File: config.mk
export PLATFORM = sky130hd
export DESIGN_NAME = rp_acq_ctrl
export DESIGN_NICKNAME = d
export VERILOG_FILES = /design/src/rtl/rp_acq_pkg.sv /design/src/rtl/rp_acq_cnt.sv /design/src/rtl/rp_acq_ctrl.sv
export SDC_FILE = /design/constraint.sdc
export NUM_CORES = 1
export LEC_CHECK = 0
export BUFFER_PORTS_ARGS = -buffer_cell sky130_fd_sc_hd__clkbuf_2
export CORE_UTILIZATION = 57
export DETAILED_ROUTE_END_ITERATION = 8
export PLACE_DENSITY = 0.86
export SLEW_MARGIN = 5
export SYNTH_ARGS = -nofsm -noshare
export SYNTH_HDL_FRONTEND = slang
export SYNTH_SLANG_ARGS = --single-unit
File: constraint.sdc
create_clock -name adc_clk_i -period 6 [get_ports adc_clk_i]
set_clock_uncertainty 0.2 [all_clocks]
set_input_delay 1.5 -clock adc_clk_i [delete_from_list [all_inputs] [get_ports adc_clk_i]]
set_output_delay 1.5 -clock adc_clk_i [all_outputs]
set_load 0.01 [all_outputs]
File: src/rtl/rp_acq_pkg.sv
`default_nettype none
// +----------------------------------------------------------------------------+
// | rp_acq_pkg : state codes and trigger-source codes for the acquisition FSM  |
// | Rev 1.0                                                                    |
// +----------------------------------------------------------------------------+
package rp_acq_pkg;

  typedef enum logic [2:0] {
    ST_IDLE = 3'd0,
    ST_PRE  = 3'd1,
    ST_ARM  = 3'd2,
    ST_POST = 3'd3,
    ST_DONE = 3'd4
  } acq_state_t;

  localparam logic [3:0] c_SRC_SW     = 4'd1;
  localparam logic [3:0] c_SRC_CHA_PE = 4'd2;
  localparam logic [3:0] c_SRC_CHA_NE = 4'd3;
  localparam logic [3:0] c_SRC_CHB_PE = 4'd4;
  localparam logic [3:0] c_SRC_CHB_NE = 4'd5;
  localparam logic [3:0] c_SRC_EXT_PE = 4'd6;
  localparam logic [3:0] c_SRC_EXT_NE = 4'd7;
  localparam logic [3:0] c_SRC_ASG_PE = 4'd8;
  localparam logic [3:0] c_SRC_ASG_NE = 4'd9;
  localparam logic [3:0] c_SRC_LA_PE  = 4'd10;
  localparam logic [3:0] c_SRC_LA_NE  = 4'd11;
  localparam logic [3:0] c_SRC_D_PE   = 4'd12;
  localparam logic [3:0] c_SRC_D_NE   = 4'd13;

endpackage
`default_nettype wire

File: src/rtl/rp_acq_cnt.sv
`default_nettype none
// +----------------------------------------------------------------------------+
// | rp_acq_cnt : clear/enable saturating counter with equality compare         |
// | Rev 1.0                                                                    |
// +----------------------------------------------------------------------------+
module rp_acq_cnt #(
  parameter int W = 32
) (
  input  logic         clk,
  input  logic         rst,
  input  logic         i_clr,
  input  logic         i_en,
  input  logic [W-1:0] i_thr,
  output logic [W-1:0] o_cnt,
  output logic         o_eq
);

  logic [W-1:0] r_cnt;

  // Holds at all-ones instead of wrapping so a stuck count never re-matches.
  always_ff @(posedge clk) begin
    if (rst || i_clr) begin
      r_cnt <= '0;
    end else if (i_en && (r_cnt != '1)) begin
      r_cnt <= r_cnt + W'(1);
    end
  end

  assign o_cnt = r_cnt;
  assign o_eq  = (r_cnt == i_thr);

endmodule
`default_nettype wire

File: src/rtl/rp_acq_ctrl.sv
`default_nettype none
// +----------------------------------------------------------------------------+
// | rp_acq_ctrl : per-channel acquisition sequencer (arm/pre/trigger/post)     |
// | Optional auto-trigger timeout: ACQ_TRIG_TMO_EN          Rev 1.0            |
// +----------------------------------------------------------------------------+
module rp_acq_ctrl
  import rp_acq_pkg::*;
#(
  parameter int CNT_W = 32,
  parameter int TMO_W = 32
) (
  input  logic             adc_clk_i,
  input  logic             adc_rst_i,
  input  logic [3:0]       cfg_src_i,
  input  logic [CNT_W-1:0] cfg_pre_i,
  input  logic [CNT_W-1:0] cfg_dly_i,
  input  logic             cfg_cont_i,
  input  logic [TMO_W-1:0] cfg_tmo_i,
  input  logic             cmd_arm_i,
  input  logic             cmd_rst_i,
  input  logic             smp_val_i,
  input  logic             trig_i,
  output logic [3:0]       set_trg_src_o,
  output logic             set_trg_new_o,
  output logic             adc_rst_do_o,
  output logic             adc_dly_do_o,
  output logic             trig_dis_clr_o,
  output logic             sw_trig_o,
  output logic             done_o,
  output logic [2:0]       state_o,
  output logic [CNT_W-1:0] pre_cnt_o,
  output logic [CNT_W-1:0] pst_cnt_o
);

  acq_state_t       r_state;
  logic [3:0]       r_src;
  logic [CNT_W-1:0] r_pre_thr;
  logic [CNT_W-1:0] r_dly_thr;

  logic w_arm;
  logic w_cnt_clr;
  logic w_pre_en;
  logic w_pst_en;
  logic w_pre_eq;
  logic w_pst_eq;

  // Re-arm from DONE is either an explicit command or continuous mode.
  always_comb begin
    w_arm = 1'b0;
    case (r_state)
      ST_IDLE: w_arm = cmd_arm_i;
      ST_DONE: w_arm = cmd_arm_i | cfg_cont_i;
      default: w_arm = 1'b0;
    endcase
  end

  assign w_cnt_clr = cmd_rst_i | w_arm;
  assign w_pre_en  = (r_state == ST_PRE)  && smp_val_i && !w_pre_eq;
  assign w_pst_en  = (r_state == ST_POST) && smp_val_i && !w_pst_eq;

  rp_acq_cnt #(.W(CNT_W)) u_pre_cnt (
    .clk   (adc_clk_i),
    .rst   (adc_rst_i),
    .i_clr (w_cnt_clr),
    .i_en  (w_pre_en),
    .i_thr (r_pre_thr),
    .o_cnt (pre_cnt_o),
    .o_eq  (w_pre_eq)
  );

  rp_acq_cnt #(.W(CNT_W)) u_pst_cnt (
    .clk   (adc_clk_i),
    .rst   (adc_rst_i),
    .i_clr (w_cnt_clr),
    .i_en  (w_pst_en),
    .i_thr (r_dly_thr),
    .o_cnt (pst_cnt_o),
    .o_eq  (w_pst_eq)
  );

  always_ff @(posedge adc_clk_i) begin
    if (adc_rst_i) begin
      r_state        <= ST_IDLE;
      r_src          <= '0;
      r_pre_thr      <= '0;
      r_dly_thr      <= '0;
      set_trg_new_o  <= 1'b0;
      adc_rst_do_o   <= 1'b0;
      adc_dly_do_o   <= 1'b0;
      trig_dis_clr_o <= 1'b0;
      done_o         <= 1'b0;
    end else begin
      set_trg_new_o  <= 1'b0;
      adc_rst_do_o   <= 1'b0;
      adc_dly_do_o   <= 1'b0;
      trig_dis_clr_o <= 1'b0;
      if (cmd_rst_i) begin
        adc_rst_do_o <= 1'b1;
        done_o       <= 1'b0;
        r_state      <= ST_IDLE;
      end else begin
        case (r_state)
          ST_IDLE, ST_DONE: begin
            if (w_arm) begin
              r_src          <= cfg_src_i;
              r_pre_thr      <= cfg_pre_i;
              r_dly_thr      <= cfg_dly_i;
              trig_dis_clr_o <= 1'b1;
              done_o         <= 1'b0;
              r_state        <= ST_PRE;
            end
          end
          ST_PRE: begin
            if (w_pre_eq) begin
              set_trg_new_o <= 1'b1;
              r_state       <= ST_ARM;
            end
          end
          ST_ARM: begin
            if (trig_i) begin
              r_state <= ST_POST;
            end
          end
          ST_POST: begin
            if (w_pst_eq) begin
              adc_dly_do_o <= 1'b1;
              done_o       <= 1'b1;
              r_state      <= ST_DONE;
            end
          end
          default: r_state <= ST_IDLE;
        endcase
      end
    end
  end

  assign set_trg_src_o = r_src;
  assign state_o       = r_state;

`ifdef ACQ_TRIG_TMO_EN
  logic [TMO_W-1:0] r_tmo_thr;
  logic             r_tmo_fired;
  logic             w_tmo_clr;
  logic             w_tmo_en;
  logic             w_tmo_eq;
  logic [TMO_W-1:0] w_tmo_cnt_unused;

  assign w_tmo_clr = (r_state == ST_PRE) && w_pre_eq;
  assign w_tmo_en  = (r_state == ST_ARM) && smp_val_i;

  rp_acq_cnt #(.W(TMO_W)) u_tmo_cnt (
    .clk   (adc_clk_i),
    .rst   (adc_rst_i),
    .i_clr (w_tmo_clr),
    .i_en  (w_tmo_en),
    .i_thr (r_tmo_thr),
    .o_cnt (w_tmo_cnt_unused),
    .o_eq  (w_tmo_eq)
  );

  // One forced trigger per arm; the FSM itself still waits for trig_i.
  always_ff @(posedge adc_clk_i) begin
    if (adc_rst_i) begin
      r_tmo_thr   <= '0;
      r_tmo_fired <= 1'b0;
      sw_trig_o   <= 1'b0;
    end else begin
      sw_trig_o <= 1'b0;
      if (w_arm && !cmd_rst_i) begin
        r_tmo_thr <= cfg_tmo_i;
      end
      if (w_tmo_clr) begin
        r_tmo_fired <= 1'b0;
      end else if (!cmd_rst_i && (r_state == ST_ARM) && w_tmo_eq &&
                   (r_tmo_thr != '0) && !r_tmo_fired) begin
        sw_trig_o   <= 1'b1;
        r_tmo_fired <= 1'b1;
      end
    end
  end
`else
  logic w_unused_tmo;
  assign w_unused_tmo = ^cfg_tmo_i;
  assign sw_trig_o    = 1'b0;
`endif

endmodule
`default_nettype wire

==> metrics.csv <==
stage,metric,value,unit
status,status,"finished, violations left",
status,failing checks,DRC,
synthesis,cells after synthesis,859,
synthesis,Yosys Warn Count,0,
sta,Final Max Tran Viols,0,
critical_path,Buf/Inv on CP,2,
critical_path,Startpoint Class,primary input,
finish,nets,1085,
synthesis,synth unique cells,49,
placed_design,Final HPWL DP,13000,um
global_route,Total GRT Usage,0.312,
clock_network,Clock Latency Late Sink,0.42,ns
clock_network,CTS tree,yes,
clock_network,buffer type at the clock tree root,clkbuf_16,
clock_network,clock slew at reported path FFs,0.05,ns
finish,area growth from synthesis to layout,19.4,%
placed_design,PortBufs,150,
finish,share of cells above drive strength 1,0.201,
global_route,GRT overflow,0,
flow_run,max-cap violation count,0,
synthesis,Synth top cells by count,"nand2_1 (171), dfxtp_1 (140), a21oi_1 (117)",
global_route,first-pass GRT wire length,30700,um
detailed_routing,DRT antenna net count,0,
floorplanning,Die Area,12500,sq um
placed_design,Placer Congestion,0.899,
synthesis,sequential share of the synthesized area,0.408,
global_route,vias in the first global route,6017,
critical_path,WP data arrival,3.63,ns
global_route,largest net degree at the start of global routing,73,
pwr,Max VDD drop,0.198,mV
detailed_routing,Post-Route WL,19400,um
critical_path,Critical Path Fanout Max,30,
pwr,pwr/cell area,265,nW/um^2
sta,RSZ-0062 raised after global routing,false,
critical_path,r2r startpoint,u_pre_cnt.o_cnt[0]$_SDFFE_PP0P_,
critical_path,slowest CP cell,nand2_1,
detailed_routing,post-DR wirelength/cell,17.2,um
critical_path,CP top delay family,simple AND/OR/NAND/NOR gates,
critical_path,crit-path cells,clkbuf_2 -> a21o_1 -> nand2_1 -> nand2_1 -> buf_4 -> or4_1 -> nand2_1,
critical_path,Critical path origin,cfg_cont_i,
finish,final cell count without fillers,1131,
synthesis,share of the synthesized area in the top cell type,0.408,
clock_network,H-tree levels,4,
synthesis,Post-synth EDFFs,0,
detailed_routing,via count,6950,
sta,Worst Hold Margin,0.254,ns
critical_path,Critical Path End,u_pst_cnt.o_cnt[23]$_SDFFE_PP0P_,
worst_hold_path,worst hold path class,reg2reg,
floorplanning,Die Span Y,112,um
finish,antenna diode instance count,0,
detailed_routing,DR vias/cell,6.15,
sta,period utilization,0.578,
floorplanning,Ports,184,
clock_network,post-CTS sizing,0,
sta,Least-Margin Pin Slew,1.12,ns
placed_design,placed insts,1100,
synthesis,asr flop ratio synth,0,
critical_path,type of the worst setup path,in2reg,
critical_path,Most Frequent Cell on Critical Path,nand2_1,
critical_path,CP Depth,7,
detailed_routing,DRT iter0 DRCs,807,
clock_network,total clock sinks,140,
critical_path,Required @ worst endpoint,6.16,ns
floorplanning,Starting Density,0.594,
synthesis,post-synth top area cell,dfxtp_1,
detailed_routing,first drt pass iteration count,9,
synthesis,Synth area leaders,"dfxtp_1 (41%), nand2_1 (9.3%), a21oi_1 (8.5%)",
synthesis,Synth Register Bits,140,
synthesis,"count leader, synth",nand2_1,
clock_network,CTS Buf Count,17,
critical_path,R2R depth,7,
clock_network,post-CTS setup buffers,0,
synthesis,syn avg cell area,8.00,sq um
critical_path,reg-to-reg endpoint,u_pre_cnt.o_cnt[13]$_SDFFE_PP0P_,
clock_network,maximum root-to-sink buffer count,2,
global_route,initial antenna violation count,0,
synthesis,Mapped Area,6870,sq um
clock_network,hold buffers post-CTS,0,
sta,setup TNS,0,ns
sta,Fin. Hold Viols,0,
detailed_routing,Residual DRC,5,
pwr,static leakage power,0.00346,uW
synthesis,top_reg_cell synth,dfxtp_1,
sta,Final min period,3.47,ns
critical_path,Worst R2R Setup Slack,3.05,ns
sta,# setup viols final,0,
synthesis,Syn Nets,968,
critical_path,Critical Path Max Stage Delay,0.62,ns
critical_path,CP endpoint kind,flop,
floorplanning,die span in x,112,um
floorplanning,core area,11600,sq um
sta,Fmax,0.288,GHz
sta,Worst slew margin,0.249,
floorplanning,Core Rows,39,
-- state kept, by name, summed over array words and instances, names as in the netlist, 3 cells and up --
signal and count:
r_pre_thr 32, u_pst_cnt.o_cnt 32, set_trg_src_o 4, u_pre_cnt.o_cnt 32
state_o 3, r_dly_thr 32
-- worst min path at each step --
stage | cells past startpoint | slack, ns | start | end
finish | 2 | 0.25 | done_o$_SDFFE_PP0P_ | done_o$_SDFFE_PP0P_
CTS | 2 | 0.25 | done_o$_SDFFE_PP0P_ | done_o$_SDFFE_PP0P_
global route | 2 | 0.28 | done_o$_SDFFE_PP0P_ | done_o$_SDFFE_PP0P_
detailed placement | 2 | 0.25 | done_o$_SDFFE_PP0P_ | done_o$_SDFFE_PP0P_
global placement | 2 | 0.24 | done_o$_SDFFE_PP0P_ | done_o$_SDFFE_PP0P_
floorplan | 2 | 0.25 | r_dly_thr[0]$_SDFFE_PP0P_ | r_dly_thr[0]$_SDFFE_PP0P_
-- cells by family after synthesis --
family,share of synthesized area
and+or+nand+nor,0.309
AOI/OAI and AO/OA,0.145
DFF,0.408
xor gates and xnor gates,0.0816
buffers and inverters,0.0388
muxes,0.0131
adders and majority gates,0.00364
other,0.000546
-- metal layers --
metal  track usage  up-vias  routed length [um]
met3        0.0642       32                1920
met2         0.459      349                8670
met4        0.0910        0                 341
li1              -     3305                   -
met1         0.457     3264                8480
met5             0        -                   0
-- area by class of cell --
cell class              count  area [sq um]
multi-input cells         656          3820
fillers                   904          3360
flip-flops and latches    140          2800
repair buffers            156           796
clock buffers              25           505
well taps                 143           179
clock inverters             6          83.8
inverters                   5          18.8
-- worst min-delay path, delay by kind of cell (launching register included) --
kind,cells,cell delay [ns]
DFF,1,0.31
buffers and inverters,1,0.05
AOI/OAI and AO/OA,1,0.05
-- report_power, final --
part | internal [uW] | total, uW | switching, uW | leakage [uW]
logic | 55.1 | 154 | 99.0 | 0.00203
clock network | 664 | 1050 | 390 | 0.000293
registers | 953 | 970 | 16.8 | 0.00114
total | 1670 | 2180 | 506 | 0.00346
-- layout by cell type (no fill, tap or decap), drive strengths merged, types with 18 or more instances in the layout --
master  count
dfxtp     140
or4        24
nor4       22
nand4      36
xor2       64
nand2     172
o31ai      18
nand3      30
a21oi     117
clkbuf    175
o21ai      31
or3        37
-- stage by stage --
step	setup slack [ns]	util	area (sq um)	power [uW]
2_1_floorplan	2.74	-	6870	1090
3_3_place_gp	2.14	0.658	7610	1140
3_5_place_dp	2.13	0.658	7610	1140
4_1_cts	2.56	0.709	8200	2180
5_1_grt	2.37	0.709	8200	2240
6_report	2.53	0.709	8200	2180
Note: power is estimated with default switching activity, not from simulation.
